### config.mk
export PLATFORM = sky130hd
export DESIGN_NAME = axi4_lite_cmd_master
export DESIGN_NICKNAME = d
export VERILOG_FILES = /design/src/rtl/axi4_lite_cmd_master.sv
export SDC_FILE = /design/constraint.sdc
export NUM_CORES = 1
export LEC_CHECK = 0
export CAP_MARGIN = 25
export CELL_PAD_IN_SITES_DETAIL_PLACEMENT = 1
export CELL_PAD_IN_SITES_GLOBAL_PLACEMENT = 2
export CORE_MARGIN = 2
export CORE_UTILIZATION = 24
export DETAILED_ROUTE_END_ITERATION = 10
export PLACE_DENSITY_LB_ADDON = 0.1
export SLEW_MARGIN = 0
export SYNTH_ARGS = -nofsm -noshare
export SYNTH_HDL_FRONTEND = slang
export SYNTH_SLANG_ARGS = --single-unit
export TNS_END_PERCENT = 20
### constraint.sdc
create_clock -name aclk -period 2.3 [get_ports aclk]
set_clock_uncertainty 0.2 [all_clocks]
set_input_delay 0.46 -clock aclk [delete_from_list [all_inputs] [get_ports aclk]]
set_output_delay 0.46 -clock aclk [all_outputs]
set_load 0.1 [all_outputs]
### src/rtl/axi4_lite_cmd_master.sv
`default_nettype none
// ============================================================================
//  Module   : axi4_lite_cmd_master
//  Purpose  : AXI4-Lite initiator. It turns a simple command stream into
//             single AXI4-Lite read or write transactions and returns one
//             response per command. Only one transaction is outstanding.
//  Ports    : aclk/aresetn   - clock, async active-low reset
//             cmd_*          - command stream in (valid/ready)
//             rsp_*          - response stream out (valid/ready)
//             m_aw*/m_w*/m_b* - AXI4-Lite write channels
//             m_ar*/m_r*     - AXI4-Lite read channels
//  Revision : 1.0 - initial release
// ============================================================================
module axi4_lite_cmd_master #(
    parameter int A = 16,   // address width in bits
    parameter int N = 4     // data bus width in bytes
) (
    input  logic             aclk,
    input  logic             aresetn,
    // command stream
    input  logic             cmd_valid,
    output logic             cmd_ready,
    input  logic             cmd_write,
    input  logic [A-1:0]     cmd_addr,
    input  logic [8*N-1:0]   cmd_wdata,
    input  logic [N-1:0]     cmd_wstrb,
    // response stream
    output logic             rsp_valid,
    input  logic             rsp_ready,
    output logic             rsp_write,
    output logic [8*N-1:0]   rsp_rdata,
    output logic [1:0]       rsp_resp,
    // AW channel
    output logic [A-1:0]     m_awaddr,
    output logic [2:0]       m_awprot,
    output logic             m_awvalid,
    input  logic             m_awready,
    // W channel
    output logic [8*N-1:0]   m_wdata,
    output logic [N-1:0]     m_wstrb,
    output logic             m_wvalid,
    input  logic             m_wready,
    // B channel
    input  logic [1:0]       m_bresp,
    input  logic             m_bvalid,
    output logic             m_bready,
    // AR channel
    output logic [A-1:0]     m_araddr,
    output logic [2:0]       m_arprot,
    output logic             m_arvalid,
    input  logic             m_arready,
    // R channel
    input  logic [8*N-1:0]   m_rdata,
    input  logic [1:0]       m_rresp,
    input  logic             m_rvalid,
    output logic             m_rready
);

    typedef enum logic [2:0] {
        S_IDLE         = 3'd0,
        S_WR_ADDR_DATA = 3'd1,
        S_WR_RESP      = 3'd2,
        S_RD_ADDR      = 3'd3,
        S_RD_DATA      = 3'd4,
        S_RSP          = 3'd5
    } state_t;

    state_t           state_q,     state_d;
    logic [A-1:0]     addr_q,      addr_d;
    logic [8*N-1:0]   wdata_q,     wdata_d;
    logic [N-1:0]     wstrb_q,     wstrb_d;
    logic             awvalid_q,   awvalid_d;
    logic             wvalid_q,    wvalid_d;
    logic             bready_q,    bready_d;
    logic             arvalid_q,   arvalid_d;
    logic             rready_q,    rready_d;
    logic             rsp_valid_q, rsp_valid_d;
    logic             rsp_write_q, rsp_write_d;
    logic [8*N-1:0]   rsp_rdata_q, rsp_rdata_d;
    logic [1:0]       rsp_resp_q,  rsp_resp_d;

    always_ff @(posedge aclk or negedge aresetn) begin
        if (!aresetn) begin
            state_q     <= S_IDLE;
            addr_q      <= '0;
            wdata_q     <= '0;
            wstrb_q     <= '0;
            awvalid_q   <= 1'b0;
            wvalid_q    <= 1'b0;
            bready_q    <= 1'b0;
            arvalid_q   <= 1'b0;
            rready_q    <= 1'b0;
            rsp_valid_q <= 1'b0;
            rsp_write_q <= 1'b0;
            rsp_rdata_q <= '0;
            rsp_resp_q  <= 2'b00;
        end else begin
            state_q     <= state_d;
            addr_q      <= addr_d;
            wdata_q     <= wdata_d;
            wstrb_q     <= wstrb_d;
            awvalid_q   <= awvalid_d;
            wvalid_q    <= wvalid_d;
            bready_q    <= bready_d;
            arvalid_q   <= arvalid_d;
            rready_q    <= rready_d;
            rsp_valid_q <= rsp_valid_d;
            rsp_write_q <= rsp_write_d;
            rsp_rdata_q <= rsp_rdata_d;
            rsp_resp_q  <= rsp_resp_d;
        end
    end

    // Every handshake output is a register, so no output valid/ready is a
    // combinational function of a slave input.
    always_comb begin
        state_d     = state_q;
        addr_d      = addr_q;
        wdata_d     = wdata_q;
        wstrb_d     = wstrb_q;
        awvalid_d   = awvalid_q;
        wvalid_d    = wvalid_q;
        bready_d    = bready_q;
        arvalid_d   = arvalid_q;
        rready_d    = rready_q;
        rsp_valid_d = rsp_valid_q;
        rsp_write_d = rsp_write_q;
        rsp_rdata_d = rsp_rdata_q;
        rsp_resp_d  = rsp_resp_q;

        case (state_q)
            S_IDLE: begin
                if (cmd_valid) begin
                    addr_d  = cmd_addr;
                    wdata_d = cmd_wdata;
                    wstrb_d = cmd_wstrb;
                    if (cmd_write) begin
                        awvalid_d = 1'b1;
                        wvalid_d  = 1'b1;
                        state_d   = S_WR_ADDR_DATA;
                    end else begin
                        arvalid_d = 1'b1;
                        state_d   = S_RD_ADDR;
                    end
                end
            end
            S_WR_ADDR_DATA: begin
                // AW and W retire independently; B is only opened once the
                // next-state of both valids is low, so a same-cycle pair of
                // handshakes still enters WR_RESP one cycle later.
                if (awvalid_q && m_awready) awvalid_d = 1'b0;
                if (wvalid_q && m_wready)   wvalid_d  = 1'b0;
                if (!awvalid_d && !wvalid_d) begin
                    bready_d = 1'b1;
                    state_d  = S_WR_RESP;
                end
            end
            S_WR_RESP: begin
                if (m_bvalid && bready_q) begin
                    bready_d    = 1'b0;
                    rsp_valid_d = 1'b1;
                    rsp_write_d = 1'b1;
                    rsp_rdata_d = '0;
                    rsp_resp_d  = m_bresp;
                    state_d     = S_RSP;
                end
            end
            S_RD_ADDR: begin
                if (m_arready) begin
                    arvalid_d = 1'b0;
                    rready_d  = 1'b1;
                    state_d   = S_RD_DATA;
                end
            end
            S_RD_DATA: begin
                if (m_rvalid && rready_q) begin
                    rready_d    = 1'b0;
                    rsp_valid_d = 1'b1;
                    rsp_write_d = 1'b0;
                    rsp_rdata_d = m_rdata;
                    rsp_resp_d  = m_rresp;
                    state_d     = S_RSP;
                end
            end
            S_RSP: begin
                if (rsp_ready) begin
                    rsp_valid_d = 1'b0;
                    state_d     = S_IDLE;
                end
            end
            default: state_d = S_IDLE;
        endcase
    end

    assign cmd_ready = (state_q == S_IDLE);

    assign rsp_valid = rsp_valid_q;
    assign rsp_write = rsp_write_q;
    assign rsp_rdata = rsp_rdata_q;
    assign rsp_resp  = rsp_resp_q;

    assign m_awaddr  = addr_q;
    assign m_awprot  = 3'b000;
    assign m_awvalid = awvalid_q;
    assign m_wdata   = wdata_q;
    assign m_wstrb   = wstrb_q;
    assign m_wvalid  = wvalid_q;
    assign m_bready  = bready_q;
    assign m_araddr  = addr_q;
    assign m_arprot  = 3'b000;
    assign m_arvalid = arvalid_q;
    assign m_rready  = rready_q;

endmodule
`default_nettype wire

# Word-level counts from Yosys, hierarchy flattened
# Index checks and enable logic that the tools add are counted.
# Widths: inputs -> output; s select.
# word_totals
reg_bits,96
in_bits,98
output_inout_bits,116
wordCells,85
# classes
n_eq_ne,13
mux,37
n_reduce_logical,22
# op_table
op,count
$mux 32,2
$pmux 32 s2,1
$mux 3,6
$pmux 3 s6,1
$mux 1,16
$ne 2x2->1 const B,7
$pmux 1 s2,6
$reduce_and 3->1,4
$reduce_bool 2->1,5
$reduce_and 4->1,2
$eq 3x2->1 const B,2
$eq 3x3->1 const B,2
$mux 2,3
$reduce_and 6->1,1
$logic_and 1x1->1,5
$pmux 2 s2,1
$eq 3x1->1 const B,1
$logic_not 3->1,1
$pmux 1 s3,1
$reduce_bool 3->1,1
$logic_not 1->1,2
$ne 2x1->1 const B,1
$reduce_and 2->1,1

# Logic depth before layout (Yosys ltp)
# Gate-level depths: netlist of the first run.
# logic_depth
depth_word,7
ltp_mapped,7
mapped_depth_nobuf,4

# Worst setup path before layout of the first run
# OpenSTA, ideal clock, no wires.
# synth_path
kind,reg2reg
startpoint,reg state_q[0]
endpoint,reg addr_q[0] (netlist: m_araddr[0])
t_arrival_ns,3.699
required_ns,1.974
slack_ns,-1.724
stages_incl_launch_ff,7
n_path_buf,3
cell_sequence,dfrtp_1 -> buf_2 -> nor3_1 -> and2_1 -> clkbuf_1 -> buf_2 -> mux2_2
# synth_between
elab_chain_len,2
# synth_lines
item,line,rtl
start: declaration,68,"state_t state_q, state_d;"
start signal: assignment,98,state_q <= state_d;
$logic_not 3->1,--,
named net cmd_ready,22,"output logic cmd_ready,"
$reduce_and 2->1 (no source line),--,
end signal: assignment,99,addr_q <= addr_d;
end: declaration,69,"logic [A-1:0] addr_q, addr_d;"
# The timed path passes the listed nets, and every way through them passes these cells.
# A chain may end at the register's enable or synchronous reset.

# Final worst setup path of the first run
# layout_path
startpoint,in m_bvalid
endpoint,reg rsp_rdata_q[30] (netlist: rsp_rdata[30])
# layout_between
elab_chain_len,3
# layout_lines
item,line,rtl
start: declaration,45,"input logic m_bvalid,"
$logic_and 1x1->1,159,if (m_bvalid && bready_q) begin
$ne 2x2->1 (no source line),--,
$reduce_and 3->1 (no source line),--,
end signal: assignment,109,rsp_rdata_q <= rsp_rdata_d;
end: declaration,79,"logic [8*N-1:0] rsp_rdata_q, rsp_rdata_d;"
# No other way between the ends.

==> flow_results.org, run 1 <==
** Timing
- Final hold slack :: 0.300 ns
- Period Utilization, post-route :: 93.3%
- Hold violation count in the final report :: 0
- RSZ-0062 raised after global routing :: no
- Final slew viol count :: 0
- Highest attainable clock frequency :: 466 MHz
- Final min period :: 2.15 ns
- Setup violations remaining at the end of the flow were counted as 0.

** Layout
- The repair_antennas step left the layout with diodes totalling 0.
- From synthesis to final layout, the design area changed by 60.5%.
- Filler instances :: 1719
- Leaving out fill and tap cells, the most frequent cell in the layout is buf_4.
- In the layout the commonest cells are buf_4, clkdlybuf4s50_1, dfrtp_1, mux2_2, a22o_1.
- Ratio of cells with drive above 1 in the final layout :: 42.1%
- The net count of the finished layout is 585.

** Floorplanning
- CORE AREA :: 0.0159 mm2
- Number of ports placed on the die boundary :: 214
- Row generation in the floorplan step produced 46 rows.
- Total Die Area :: 0.0174 mm2
- Starting density of the core :: 24.6%
- DIE WIDTH :: 132 um
- Die extent in y :: 132 um

** Synthesis
- Netlist area before placement :: 0.00393 mm2
- In the synthesized netlist the async set-or-reset flop fraction comes to 100%.
- Yosys mapped a number of flops with a built-in enable equal to 0.
- The netlist uses 32 different library cells.
- In this run the mean area of a mapped cell was 13.9 um2.
- Counting every instance in the synthesized netlist gives 283.
- Sequential cells were found to cover 61.1% of the synthesized design area.
- FF+latch count, synth :: 96
- Among all flip-flop cells after synthesis, the most frequent one is dfrtp_1.
- YS warnings :: 0

** Clock tree
- CTS tree :: done
- The H-tree was split into 3 levels.
- Clock root buffer master :: clkbuf_16
- Clock-pin slew was measured on the worst setup and hold paths at 0.06 ns.
- Clock latency of the later-clocked register in the worst-skew pair :: 0.34 ns
- Maximum root-to-sink buffer count :: 2
- Counting every sink on the clock net gives 96.
- Clock tree synthesis inserted a total of 9 buffers.

** Detailed routing
- Sum of routed wire length over all layers :: 11600 um
- # DRC :: 0
- Routed via count divided by cell count :: 4.30
- Routed length per placed instance :: 16.4 um
- First drt pass iteration count :: 4
- Total number of vias :: 3045
- DRT antenna net count :: 0
- Initial drt markers :: 94

** Global routing
- The number of global-route vias before repair came to 3175.
- Initial antenna violation count :: 0
- Summed over all layers, the global routing overflow is 0.
- Entering global routing, the biggest net connects 44 pins.
- The first global-routing pass estimated 18800 um of wire.
- For this run, the total global-route usage over all layers was measured as 13.6%.

** Setup path
- Delay of the slowest cell on the worst path :: 0.47 ns
- Largest fanout of any net on the critical path :: 10
- The critical path goes through clkdlybuf4s50_1 > nand2_1 > a32o_1 > or3_4 > buf_4 > a22o_1.
- For the worst setup path, the data required time is 2.32 ns.
- The critical path is of the in2reg type.
- Launching element type of the critical path :: input port
- For this design, the slowest cell found on the critical path is clkdlybuf4s50_1.
- Type of element capturing the critical path :: flop
- Arr. time, crit path :: 2.17 ns

** Run
- Across the run, the number of max-cap violations was 0.

** Placed design
- Half-perimeter wire length of the detailed placement result :: 8780 um
- Count of buffers from port buffering :: 207
- The congestion estimate from routability-driven global placement came to 0.765.

** Outcome
- The run finished with clean final reports.

** Worst hold path
- The path class of the tightest hold or removal check is reg2reg.
## flip-flops by register name, summed over array words and instances, names as in the netlist
name and count:
rsp_valid 1, m_awvalid 1, state_q 3, rsp_rdata 32, rsp_write 1, m_araddr 16, m_wvalid 1, m_rready 1
rsp_resp 2, m_wdata 32, m_arvalid 1, m_bready 1, m_wstrb 4
## path summary, 6_finish.rpt
check                                  from             to  slack, ns  depth (start not counted)
worst max register to register   state_q[2]  rsp_rdata[30]       0.23                          5
min in group asynchronous           aresetn    m_araddr[2]       0.32                          2
max in group asynchronous           aresetn       m_rready       1.01                          3
worst max-delay path               m_bvalid  rsp_rdata[30]       0.15                          6
worst min-delay path            m_wdata[28]    m_wdata[28]       0.30                          1
worst min register to register  m_wdata[28]    m_wdata[28]       0.30                          1
## logic make-up (layout without fill, tap and decap cells)
family	after synthesis	in the layout	share of synthesized area [%]
flops	96	96	61.1
mux	59	59	16.9
compound gates	53	53	10.5
buf+inv	42	246	7.20
simple gates	31	31	3.98
other cells	1	6	0.0954
xor+xnor	1	1	0.223
## routing by layer
| layer | vias to the layer above | GRT usage (%) | wire length, um |
|---|---|---|---|
| li1 | 1400 | - | - |
| met1 | 1498 | 17.9 | 5180 |
| met2 | 135 | 21.5 | 5410 |
| met3 | 12 | 3.73 | 817 |
| met4 | 0 | 5.13 | 175 |
| met5 | - | 0 | 0 |
## synthesized netlist by cell type, types with 2 or more instances
cell | instances | area, um2
nor2b_1 | 3 | 18.8
mux2_2 | 54 | 608
clkbuf_1 | 6 | 22.5
a31oi_1 | 4 | 25.0
buf_2 | 7 | 35.0
a22o_1 | 32 | 280
o31ai_1 | 2 | 15.0
nand3b_1 | 2 | 15.0
nand2_1 | 12 | 45.0
mux2_1 | 4 | 45.0
inv_1 | 2 | 7.51
o21ai_0 | 9 | 45.0
dfrtp_1 | 96 | 2400
nor3_1 | 3 | 15.0
buf_6 | 4 | 45.0
buf_4 | 23 | 173
nor2_1 | 5 | 18.8
## stage by stage
stage	instance area, um2	setup TNS, ns	cells	setup WS [ns]	utilization [%]
floorplan	4010	-9.92	288	-0.196	-
global placement	5970	-9.65	691	-0.306	37.4
detailed placement	5970	-10.29	691	-0.347	37.4
CTS	6300	0	708	0.0245	39.5
global route	6310	0	708	0.114	39.6
finish	6310	0	708	0.155	39.6
## critical path, delay by kind of cell
| kind | cells | cell delay [ns] |
|---|---|---|
| AND/OR/NAND/NOR | 2 | 0.52 |
| AO/OA/AOI/OAI | 2 | 0.52 |
| buffers and inverters | 2 | 0.66 |
## timing repair
action | CTS | global route
setup endpoints to repair | 0 | 13
hold buffers | 1 | 0
setup buffers | 0 | 0
gates resized for setup | 0 | 2
hold endpoints to repair | 10 | 0
## cell type report
type / instances / area, um2 / area share (%)
Inverter: 2 / 7.51 / 0.119
Timing Repair Buffer: 228 / 2020 / 32.0
Multi-Input combinational cell: 150 / 1280 / 20.3
Sequential cell: 96 / 2410 / 38.2
Clock inverter: 5 / 80.1 / 1.27
Clock buffer: 11 / 243 / 3.85
Tap cell: 216 / 270 / 4.29
Power of run 1 is left out: the tool's default activity adds up to more than one toggle a clock period on the data nets, which glitch-free logic cannot reach.
==> inputs of run 2 (changes only) <==
CORE_MARGIN = not set   (was 2)
SLEW_MARGIN = 20   (was 0)
==> flow_results.org, run 2 (synthesis results as in run 1) <==
** Worst hold path
- Launch point of the worst hold path :: m_wdata[27]
- Worst min path class :: reg2reg
- Worst Hold Depth :: 1
- For hold timing, the worst endpoint is m_wdata[27].

** Setup path
- Data arrives at the worst endpoint at 2.17 ns.
- Worst endpoint required time :: 2.32 ns
- Counting cells, the worst reg-to-reg path comes to 6.
- Delay of the slowest cell on the worst path :: 0.47 ns
- Worst R2R Setup Slack :: 0.23 ns
- STA classifies the critical path endpoint as a flop.
- The worst register-to-register path begins at state_q[0].
- The slowest stage of the critical path is the clkdlybuf4s50_1 cell.
- The worst register-to-register path ends at state_q[0].
- Critical path, cell by cell :: clkdlybuf4s50_1 > nand2_1 > a32o_1 > or3_4 > buf_4 > a22o_1
- Critical path startpoint :: m_bvalid
- In this run the worst path has a maximum fanout of 13.
- Among cell families on the critical path, the largest total delay comes from buffers and inverters.
- Counting both buffers and inverters, the worst setup path holds a total of 2.
- Type of the worst setup path :: in2reg
- The worst setup path is launched from an input port.

** Detailed routing
- Total number of vias :: 3012
- First drt pass iteration count :: 3
- Sum of routed wire length over all layers :: 11100 um
- Once detail routing completed, the nets flagged for antenna violations numbered 0.
- Dividing the detail-routed wire length by the instance count gives 15.8 um.
- # DRC :: 0
- Dividing the detail-routed via count by the number of cells gives 4.27.
- Initial drt markers :: 71

** Placed design
- Setup WS pre-CTS :: -0.333 ns
- Weighted congestion at the end of routability-driven global placement :: 0.763
- Half-perimeter wire length of the detailed placement result :: 8400 um
- Count of buffers from port buffering :: 207

** Global routing
- Number of global-route vias before repair :: 3128
- Overflow left after global routing :: 0
- Overall routing resource usage :: 13.5%
- The first global-routing pass estimated 17000 um of wire.
- The number of antenna violations at the first check in global routing is 0.
- Pin count of the biggest net entering global routing :: 49

** Timing
- Setup repair after global routing left no endpoint under its margin.
- Highest attainable clock frequency :: 467 MHz
- Final hold slack :: 0.300 ns
- For the finished layout, the period the worst path requires is 2.14 ns.
- The worst path uses 93.1% of the clock period.
- Setup violations remaining at the end of the flow were counted as 0.
- Summed over all failing endpoints, the final setup total negative slack is 0 ns.
- The number of hold violations in the final report is 0.
- Across all setup checks in the final design, the least slack found is 0.158 ns.
- The final count of pins violating max slew is 0.

** Layout
- Filler instances :: 1711
- The top cell types in the final layout, fill and taps aside, are buf_4, clkdlybuf4s50_1, dfrtp_1, mux2_2, a22o_1.
- Number of nets in the layout :: 582
- Cells with a size suffix above 1 make up 41.7% of the layout.
- Leading cell type in the layout, fill and taps excluded :: buf_4
- Number of antenna cells inserted :: 0
- Final core utilization :: 39.1%
- Area added between synthesis and finish :: 58.6%

** Clock tree
- CTS saw 96 sinks.
- Clock-pin slew was measured on the worst setup and hold paths at 0.06 ns.
- Clock latency of the later-clocked register in the worst-skew pair :: 0.34 ns
- The number of setup buffers added after CTS is 0.
- In this run, CTS created clock tree buffers numbering 9.
- TritonCTS built the clock tree.
- The tree is rooted in a clkbuf_16.
- H-tree lvl count :: 3
- The clock passes through at most 2 buffers.

** Floorplanning
- The initialized floorplan defines 46 standard-cell rows.
- CORE AREA :: 0.0159 mm2
- For this design the top-level I/O count stands at 214.
- The floorplan step defined a die boundary enclosing 0.0169 mm2.
- Starting density of the core :: 24.6%
- The die is 130 um wide.
- From bottom edge to top edge, the die measures 130 um.

** Run
- Max-cap violations :: 0

** Outcome
- Outcome :: complete, no violations
run 2: cell types whose count changed in the layout (fill, tap and decap cells not counted), sizes merged:
cell	delta
clkinv	+1
inv	+1
buf	-3
bufinv	-2
run 2: metrics by stage:
stage,cells,area [um2]
after global placement,688,5930
after floorplan,288,4010
after CTS,705,6230
final,705,6230
after detailed placement,688,5930
after global routing,705,6230
run 2: cell type report:
cell class | instances | area [um2] | share of cell area, %
Clock buffer | 11 | 243 | 3.89
Clock inverter | 5 | 41.3 | 0.663
Inverter | 2 | 7.51 | 0.120
Multi-Input combinational cell | 150 | 1280 | 20.6
Sequential cell | 96 | 2410 | 38.6
Tap cell | 216 | 270 | 4.34
Timing Repair Buffer | 225 | 1980 | 31.8
run 2: timing repair:
item,CTS,global route
hold buffers,1,0
gates resized for setup,0,2
setup endpoints to repair,0,16
endpoints found under the hold margin,30,0
run 2: worst max path at each step:
stage	end	slack (ns)	cells after the start
final	rsp_rdata[10]	0.16	6
after floorplan	m_araddr[0]	-0.20	6
after global routing	state_q[2]	0.1	6
after global placement	rsp_rdata[12]	-0.30	6
after CTS	rsp_rdata[30]	0.04	6
after detailed placement	rsp_rdata[16]	-0.33	6
run 2: routing by layer:
metal	track usage [%]	part of all wire, %
met1	16.9	42
met3	3.57	7.6
met5	0	0
met2	21.9	48
met4	5.95	1.6
Power of run 2 is left out for the same reason.
